File: src/rtl/interrupt_sequencer.sv
`default_nettype none
// ============================================================================
// interrupt_sequencer: two-cycle INTA sequencer with ISR, EOI and rotation.
// Revision 1.0
// ============================================================================
module interrupt_sequencer (
    input  logic       clock,
    input  logic       reset,
    input  logic [7:0] interrupt,
    input  logic       interrupt_acknowledge,
    input  logic       auto_eoi_config,
    input  logic       rotate_on_auto_eoi,
    input  logic       eoi_cmd,
    input  logic       eoi_specific,
    input  logic       eoi_rotate,
    input  logic [2:0] eoi_level,
    input  logic       set_priority_cmd,
    input  logic [2:0] priority_level,
    input  logic [4:0] vector_base,
    output logic       int_out,
    output logic [7:0] in_service_register,
    output logic [7:0] clear_request,
    output logic [7:0] vector_out,
    output logic       vector_valid,
    output logic [2:0] priority_rotate,
    output logic [7:0] highest_level_in_service
);

    localparam logic [1:0] ST_IDLE = 2'd0;
    localparam logic [1:0] ST_ACK1 = 2'd1;
    localparam logic [1:0] ST_ACK2 = 2'd2;

    logic [1:0] state;
    logic [1:0] state_next;
    logic [2:0] level;
    logic       spurious;

    logic       ack1_take;
    logic       ack2_take;
    logic       auto_eoi;
    logic [2:0] int_level;
    logic [2:0] search_idx;
    logic [2:0] highest_idx;
    logic       isr_found;
    logic [7:0] set_mask;
    logic [7:0] clear_mask;
    logic [7:0] isr_next;
    logic [2:0] rotate_next;

    // State register
    always_ff @(posedge clock) begin
        if (reset) begin
            state <= ST_IDLE;
        end else begin
            state <= state_next;
        end
    end

    // Next-state logic
    always_comb begin
        state_next = state;
        case (state)
            ST_IDLE: if (interrupt != 8'h00)     state_next = ST_ACK1;
            ST_ACK1: if (interrupt_acknowledge)  state_next = ST_ACK2;
            ST_ACK2: if (interrupt_acknowledge)  state_next = ST_IDLE;
            default:                             state_next = ST_IDLE;
        endcase
    end

    // Output logic
    always_comb begin
        int_out   = (state == ST_ACK1);
        ack1_take = (state == ST_ACK1) && interrupt_acknowledge;
        ack2_take = (state == ST_ACK2) && interrupt_acknowledge;
    end

    always_comb begin
        int_level = 3'd0;
        for (int i = 0; i < 8; i++) begin
            if (interrupt[i]) int_level = 3'(i);
        end
    end

    // Rotated search: start just above the lowest-priority level and wrap.
    always_comb begin
        search_idx  = 3'd0;
        highest_idx = 3'd0;
        isr_found   = 1'b0;
        for (int i = 1; i <= 8; i++) begin
            search_idx = priority_rotate + 3'(i);
            if (!isr_found && in_service_register[search_idx]) begin
                isr_found   = 1'b1;
                highest_idx = search_idx;
            end
        end
        highest_level_in_service = isr_found ? (8'b1 << highest_idx) : 8'h00;
    end

    always_comb begin
        auto_eoi   = ack2_take && auto_eoi_config && !spurious;
        set_mask   = ack1_take ? interrupt : 8'h00;
        clear_mask = 8'h00;
        if (auto_eoi) clear_mask = clear_mask | (8'b1 << level);
        if (eoi_cmd) begin
            if (eoi_specific) clear_mask = clear_mask | (8'b1 << eoi_level);
            else              clear_mask = clear_mask | highest_level_in_service;
        end
        // Set is applied after clear so a same-edge set of the same bit wins.
        isr_next = (in_service_register & ~clear_mask) | set_mask;

        rotate_next = priority_rotate;
        if (auto_eoi && rotate_on_auto_eoi) rotate_next = level;
        if (eoi_cmd && eoi_rotate) begin
            if (eoi_specific)   rotate_next = eoi_level;
            else if (isr_found) rotate_next = highest_idx;
        end
        if (set_priority_cmd) rotate_next = priority_level;
    end

    always_ff @(posedge clock) begin
        if (reset) begin
            in_service_register <= 8'h00;
            priority_rotate     <= 3'b111;
            level               <= 3'd0;
            spurious            <= 1'b0;
            clear_request       <= 8'h00;
            vector_out          <= 8'h00;
            vector_valid        <= 1'b0;
        end else begin
            in_service_register <= isr_next;
            priority_rotate     <= rotate_next;
            clear_request       <= set_mask;
            vector_valid        <= ack2_take;
            if (ack1_take) begin
                spurious <= (interrupt == 8'h00);
                level    <= (interrupt == 8'h00) ? 3'd7 : int_level;
            end
            if (ack2_take) begin
                vector_out <= {vector_base, level};
            end
        end
    end

endmodule
`default_nettype wire

File: config.mk
export PLATFORM = sky130hd
export DESIGN_NAME = interrupt_sequencer
export DESIGN_NICKNAME = d
export VERILOG_FILES = /design/src/rtl/interrupt_sequencer.sv
export SDC_FILE = /design/constraint.sdc
export NUM_CORES = 1
export LEC_CHECK = 0
export ABC_AREA = 1
export CORE_ASPECT_RATIO = 0.6
export CORE_MARGIN = 2
export CORE_UTILIZATION = 30
export DETAILED_ROUTE_END_ITERATION = 10
export GPL_ROUTABILITY_DRIVEN = 0
export GPL_TIMING_DRIVEN = 1
export MAX_ROUTING_LAYER = met4
export PLACE_DENSITY_LB_ADDON = 0.12
export SETUP_SLACK_MARGIN = 0.15
export SYNTH_ARGS = -nofsm -noshare
export SYNTH_HDL_FRONTEND = slang
export SYNTH_SLANG_ARGS = --single-unit
File: constraint.sdc
create_clock -name clock -period 6.9 [get_ports clock]
set_input_delay 1.725 -clock clock [delete_from_list [all_inputs] [get_ports clock]]
set_output_delay 1.725 -clock clock [all_outputs]
set_load 0.02 [all_outputs]
== After elaboration in Yosys (flattened, before gate mapping) ==
Cells that the tools add are included.
Word-level totals
  logic and storage cells: 115
  register bits: 34
  output and inout port bits: 37
Cells by class
  reduce and logical (&&, ||, !) cells: 25
  mux-type cells: 54
  shifts and indexed selects: 3
  add/sub/neg operators: 7
  order comparisons: 8
  bitwise operators: 5
  eq/ne operators: 5
Operators with widths (number)
  2-to-1 mux 3 bit: 20
  2-to-1 mux 8 bit: 5
  less-than comparator 3 x 4 -> 1 bit (second input constant): 8
  binary-select mux 1 bit (select 3 bit): 8
  OR 8 bit: 3
  left shift 1 x 3 -> 8 bit (first input constant): 3
  2-to-1 mux 1 bit: 17
  logical AND 1 bit: 13
  adder 3 bit (second input constant): 4
  AND 8 bit: 1
  logical NOT 1 bit: 8
  logical NOT 8 bit: 1
  inverter 8 bit: 1
  nonzero test 8 bit: 1
  adder 3 x 2 -> 3 bit (second input constant): 2
  2-to-1 mux 2 bit: 3
  != test 2 bit (second input constant): 3
  case mux 2 bit (3 select lines): 1
  adder 3 x 1 -> 3 bit (second input constant): 1
  AND reduction 3 bit: 1
  equality test 2 x 1 -> 1 bit (second input constant): 1
  equality test 2 bit (second input constant): 1
  logical NOT 2 bit: 1

== Logic depth before layout (Yosys ltp) ==
  word-level depth: 33
  gate-level depth with buffers: 23

== Worst setup path after synthesis ==
No wires, ideal clock.
  path type: register to output
  start: register priority_rotate[1]
  end: output highest_level_in_service[0]
  stages on the path, launching flop included: 18
  arrival: 2.839 ns
  required time: 5.175 ns
  path slack: 2.336 ns
  cell sequence: dfxtp_1 -> buf_4 -> inv_2 -> ha_1 -> inv_2 -> nand3_1 -> nand3_1 -> nand2_2 -> nor2_8 -> nand3_2 -> inv_2 -> nand2_1 -> a21oi_1 -> nand2_1 -> nand2_1 -> nand2_2 -> buf_6 -> nor3_1
Between the ends
  cells in the longest elaborated chain, start to end: 27
  elaborated cells on any way between the ends: 55
  those cells by class: 7 x add/sub; 1 x shift; 33 x mux; 14 x reduce/logical
Ends and longest elaborated chain
  start, declared: line 25  | output logic [2:0] priority_rotate,
  start signal, assigned: line 131  | priority_rotate <= rotate_next;
  adder 3 x 1 -> 3 bit: line 90  | search_idx = priority_rotate + 3'(i);
  binary-select mux 1 bit (select 3 bit): line 91  | if (!isr_found && in_service_register[search_idx]) begin
  2-to-1 mux 1 bit (implied by the code): line 91
  2-to-1 mux 1 bit: line 91
  logical NOT 1 bit: line 91
  logical AND 1 bit: line 91
  2-to-1 mux 1 bit: line 91
  logical NOT 1 bit: line 91
  [... 11 more ...]
  logical NOT 1 bit: line 91
  logical AND 1 bit: line 91
  2-to-1 mux 1 bit: line 91
  logical NOT 1 bit: line 91
  logical AND 1 bit: line 91
  2-to-1 mux 3 bit: line 91
  left shift 1 x 3 -> 8 bit: line 96  | highest_level_in_service = isr_found ? (8'b1 << highest_idx) : 8'h00;
  2-to-1 mux 8 bit (*): line 96
  end, declared: line 26  | output logic [7:0] highest_level_in_service
Mark *: on every way between the ends. The rest lies on a longest branch, timed or not. The select of a mux whose other input is x is not followed.

== Final worst setup path ==
  start: register priority_rotate[0]
  end: output highest_level_in_service[0]
Same word-level chain as after synthesis.

==> flow_summary.json <==
{
  "grt_pass1_wl_um": 13000,
  "grt_use_total": 0.189,
  "vias": 2804,
  "drcViolationCount": 0,
  "insertion_delay_ps": 280,
  "slew_headroom": 0.572,
  "die_h_um": 75.7,
  "rows": 26,
  "dp.cells": 576,
  "crit_path_start_kind": "register",
  "synth_edf_count": 0,
  "rsz0062_at_grt": "false",
  "htreeDepth": 2,
  "via_per_inst": 4.80,
  "clockBufferDepth": 2,
  "initial_core_util": 0.305,
  "hpwlAfterDp_um": 6490,
  "portBuffers": 64,
  "layout.cells.non_filler": 584,
  "syn2layout_area_growth_pct": 34.3,
  "yosys-top-cells-area": "dfxtp_1, nand2_1, nand3_1",
  "endpoint_kind": "output pin",
  "fmax_ghz": 0.175,
  "grt_pass1_vias": 2486,
  "hold_path_class": "reg -> reg",
  "avgRoutedWirePerCell_um": 14.0,
  "avgSynthCellArea_um2": 6.24,
  "syn-cell-area_um2": 2570,
  "setup_viol_count_final": 0,
  "cts_made_buffers": 5,
  "diodes": 0,
  "yosysWarningCount": 0,
  "syn_nets": 442,
  "critPathRequiredTime_ps": 5180,
  "dr.pass1.iters": 7,
  "synth_top_area_share": 0.265,
  "grt_overflow_total": 0,
  "cts-root-buf": "clkbuf_16",
  "ir_worst_vdd_uv": 99.2,
  "place_area_um2": 3280,
  "grt_antenna_before_repair": 0,
  "setup_tns_ps": 0,
  "power.density_nw_per_um2": 238,
  "max_cap_violations": 0,
  "design_area_um2": 3450,
  "maxSlewViolCount": 0,
  "crit_slowest_cell": "dfxtp_1",
  "seq_area_frac_synth": 0.265,
  "crit_chain": "inv_2 -> ha_1 -> inv_2 -> nand3_1 -> nand3_1 -> nand2_2 -> inv_2 -> nand3_1 -> nand2_1 -> nor2_1 -> nand2_1 -> nor2_2 -> nand4_1 -> nor2_1 -> inv_1 -> nor3_1 -> clkdlybuf4s50_1",
  "skew_ps": 5.89,
  "cts_tree": "built",
  "tightest_slew_ps": 640,
  "drive_gt1_frac": 0.112,
  "synthArstFlopShare": 0,
  "synth_top_area_cell": "dfxtp_1",
  "die_area_um2": 9350,
  "core_um2": 8430,
  "ys_ff_latch": 34,
  "dpl_worst_slack_ps": 1520,
  "min_period_ps": 5720,
  "clkTransAtPathRegs_ps": 60,
  "final_nets": 501,
  "cts_resized": 0,
  "synth_ff_type": "dfxtp_1",
  "status": "completed",
  "fin_ws_ps": 1180,
  "leakage_nw": 1.57,
  "ctsHoldBuffers": 0,
  "power_w": 0.000822,
  "die_w_um": 124,
  "slowest_delay_ps": 690,
  "post_cts_buffers": 0,
  "drtIter0Drc": 295,
  "synthDistinctLibCells": 42,
  "syn_inst": 412,
  "hold_viol_final": 0,
  "fin_crit_sh": 0.829,
  "crit_fanout": 15,
  "fillers": 889,
  "ioPinCount": 65,
  "wl_um": 8200,
  "cts.sinks": 34,
  "drtAntennaViolNets": 0,
  "critPathArrivalTime_ps": 3990,
  "critPathKind": "reg -> out",
  "grt_max_degree": 20
}
stage by stage:
stage	hold slack, ps	util
floorplan	460	-
detailed placement	472	0.390
CTS	485	0.410
finish	490	0.410
global placement	464	0.390
global route	502	0.410
final timing paths:
path                           start                          end  slack, ps  depth (start not counted)
setup / recovery  priority_rotate[0]  highest_level_in_service[0]       1180                         17
hold / removal         vector_out[2]                vector_out[2]        490                          1
hold reg to reg        vector_out[2]                vector_out[2]        490                          1
setup reg to reg  priority_rotate[0]       in_service_register[1]       3410                         20
flip-flops by register name, summed over array words and instances (netlist names):
register / count
clear_request: 8
in_service_register: 8
level: 3
priority_rotate: 3
spurious: 1
state: 2
vector_out: 8
vector_valid: 1
routing by layer:
| layer | wire [um] | global-route usage | vias up | share of wire |
|---|---|---|---|---|
| li1 | - | - | 1440 | - |
| met3 | 741 | 0.0389 | 2 | 0.090 |
| met2 | 2790 | 0.226 | 123 | 0.34 |
| met5 | 0 | - | - | 0 |
| met1 | 4660 | 0.312 | 1239 | 0.57 |
| met4 | 19 | 0.0189 | 0 | 0.0023 |
synthesized netlist by cell type, drive strengths merged, types with 2 or more instances:
master,number
clkbuf,6
nor2,55
nand4,6
a41oi,4
nand3,49
o21ai,23
a21oi,11
buf,7
nand2,127
inv,54
clkinv,3
xor2,2
a211oi,2
a31oi,4
dfxtp,34
nor3,13
ha,2
cell type report:
| type | instances | area [um2] | share of cell area |
|---|---|---|---|
| clock buffer | 5 | 125 | 0.0362 |
| clock inverter | 3 | 45.0 | 0.0130 |
| inverter | 57 | 214 | 0.0620 |
| multi-input combinational | 308 | 1600 | 0.463 |
| sequential | 34 | 681 | 0.197 |
| tap | 112 | 140 | 0.0406 |
| timing repair buffer | 65 | 648 | 0.188 |
layout by cell type (no fill, tap or decap), types with 7 or more instances in the layout:
cell and n:
nor3_1 13, nand3_1 39, dfxtp_1 34, nand2_2 7, inv_1 44, nand2_1 117, inv_2 10, o21ai_0 17
nor2_1 47, nand3_2 8, clkdlybuf4s50_1 64, a21oi_1 11
power by group:
part           total [W]  switching [W]  internal, W  leakage, nW
sequential      0.000222      0.0000166     0.000206        0.277
clock           0.000260      0.0000897     0.000170       0.0760
combinational   0.000340       0.000215     0.000125         1.22
worst max-delay path: cells and delay by family (launching register included):
kind	cells	cell delay, ps
adder cells (fa/ha/maj)	1	490
buffers and inverters	5	1160
flip-flops	1	690
AND/OR/NAND/NOR	11	1370
kinds of logic after synthesis:
logic type | Yosys count | share of synthesized area
AOI/OAI and AO/OA | 49 | 0.118
xor gates and xnor gates | 3 | 0.0131
buffers and inverters | 70 | 0.113
and+or+nand+nor | 254 | 0.481
DFF | 34 | 0.265
adders and majority gates | 2 | 0.00973
(Power assumes the default switching activity.)
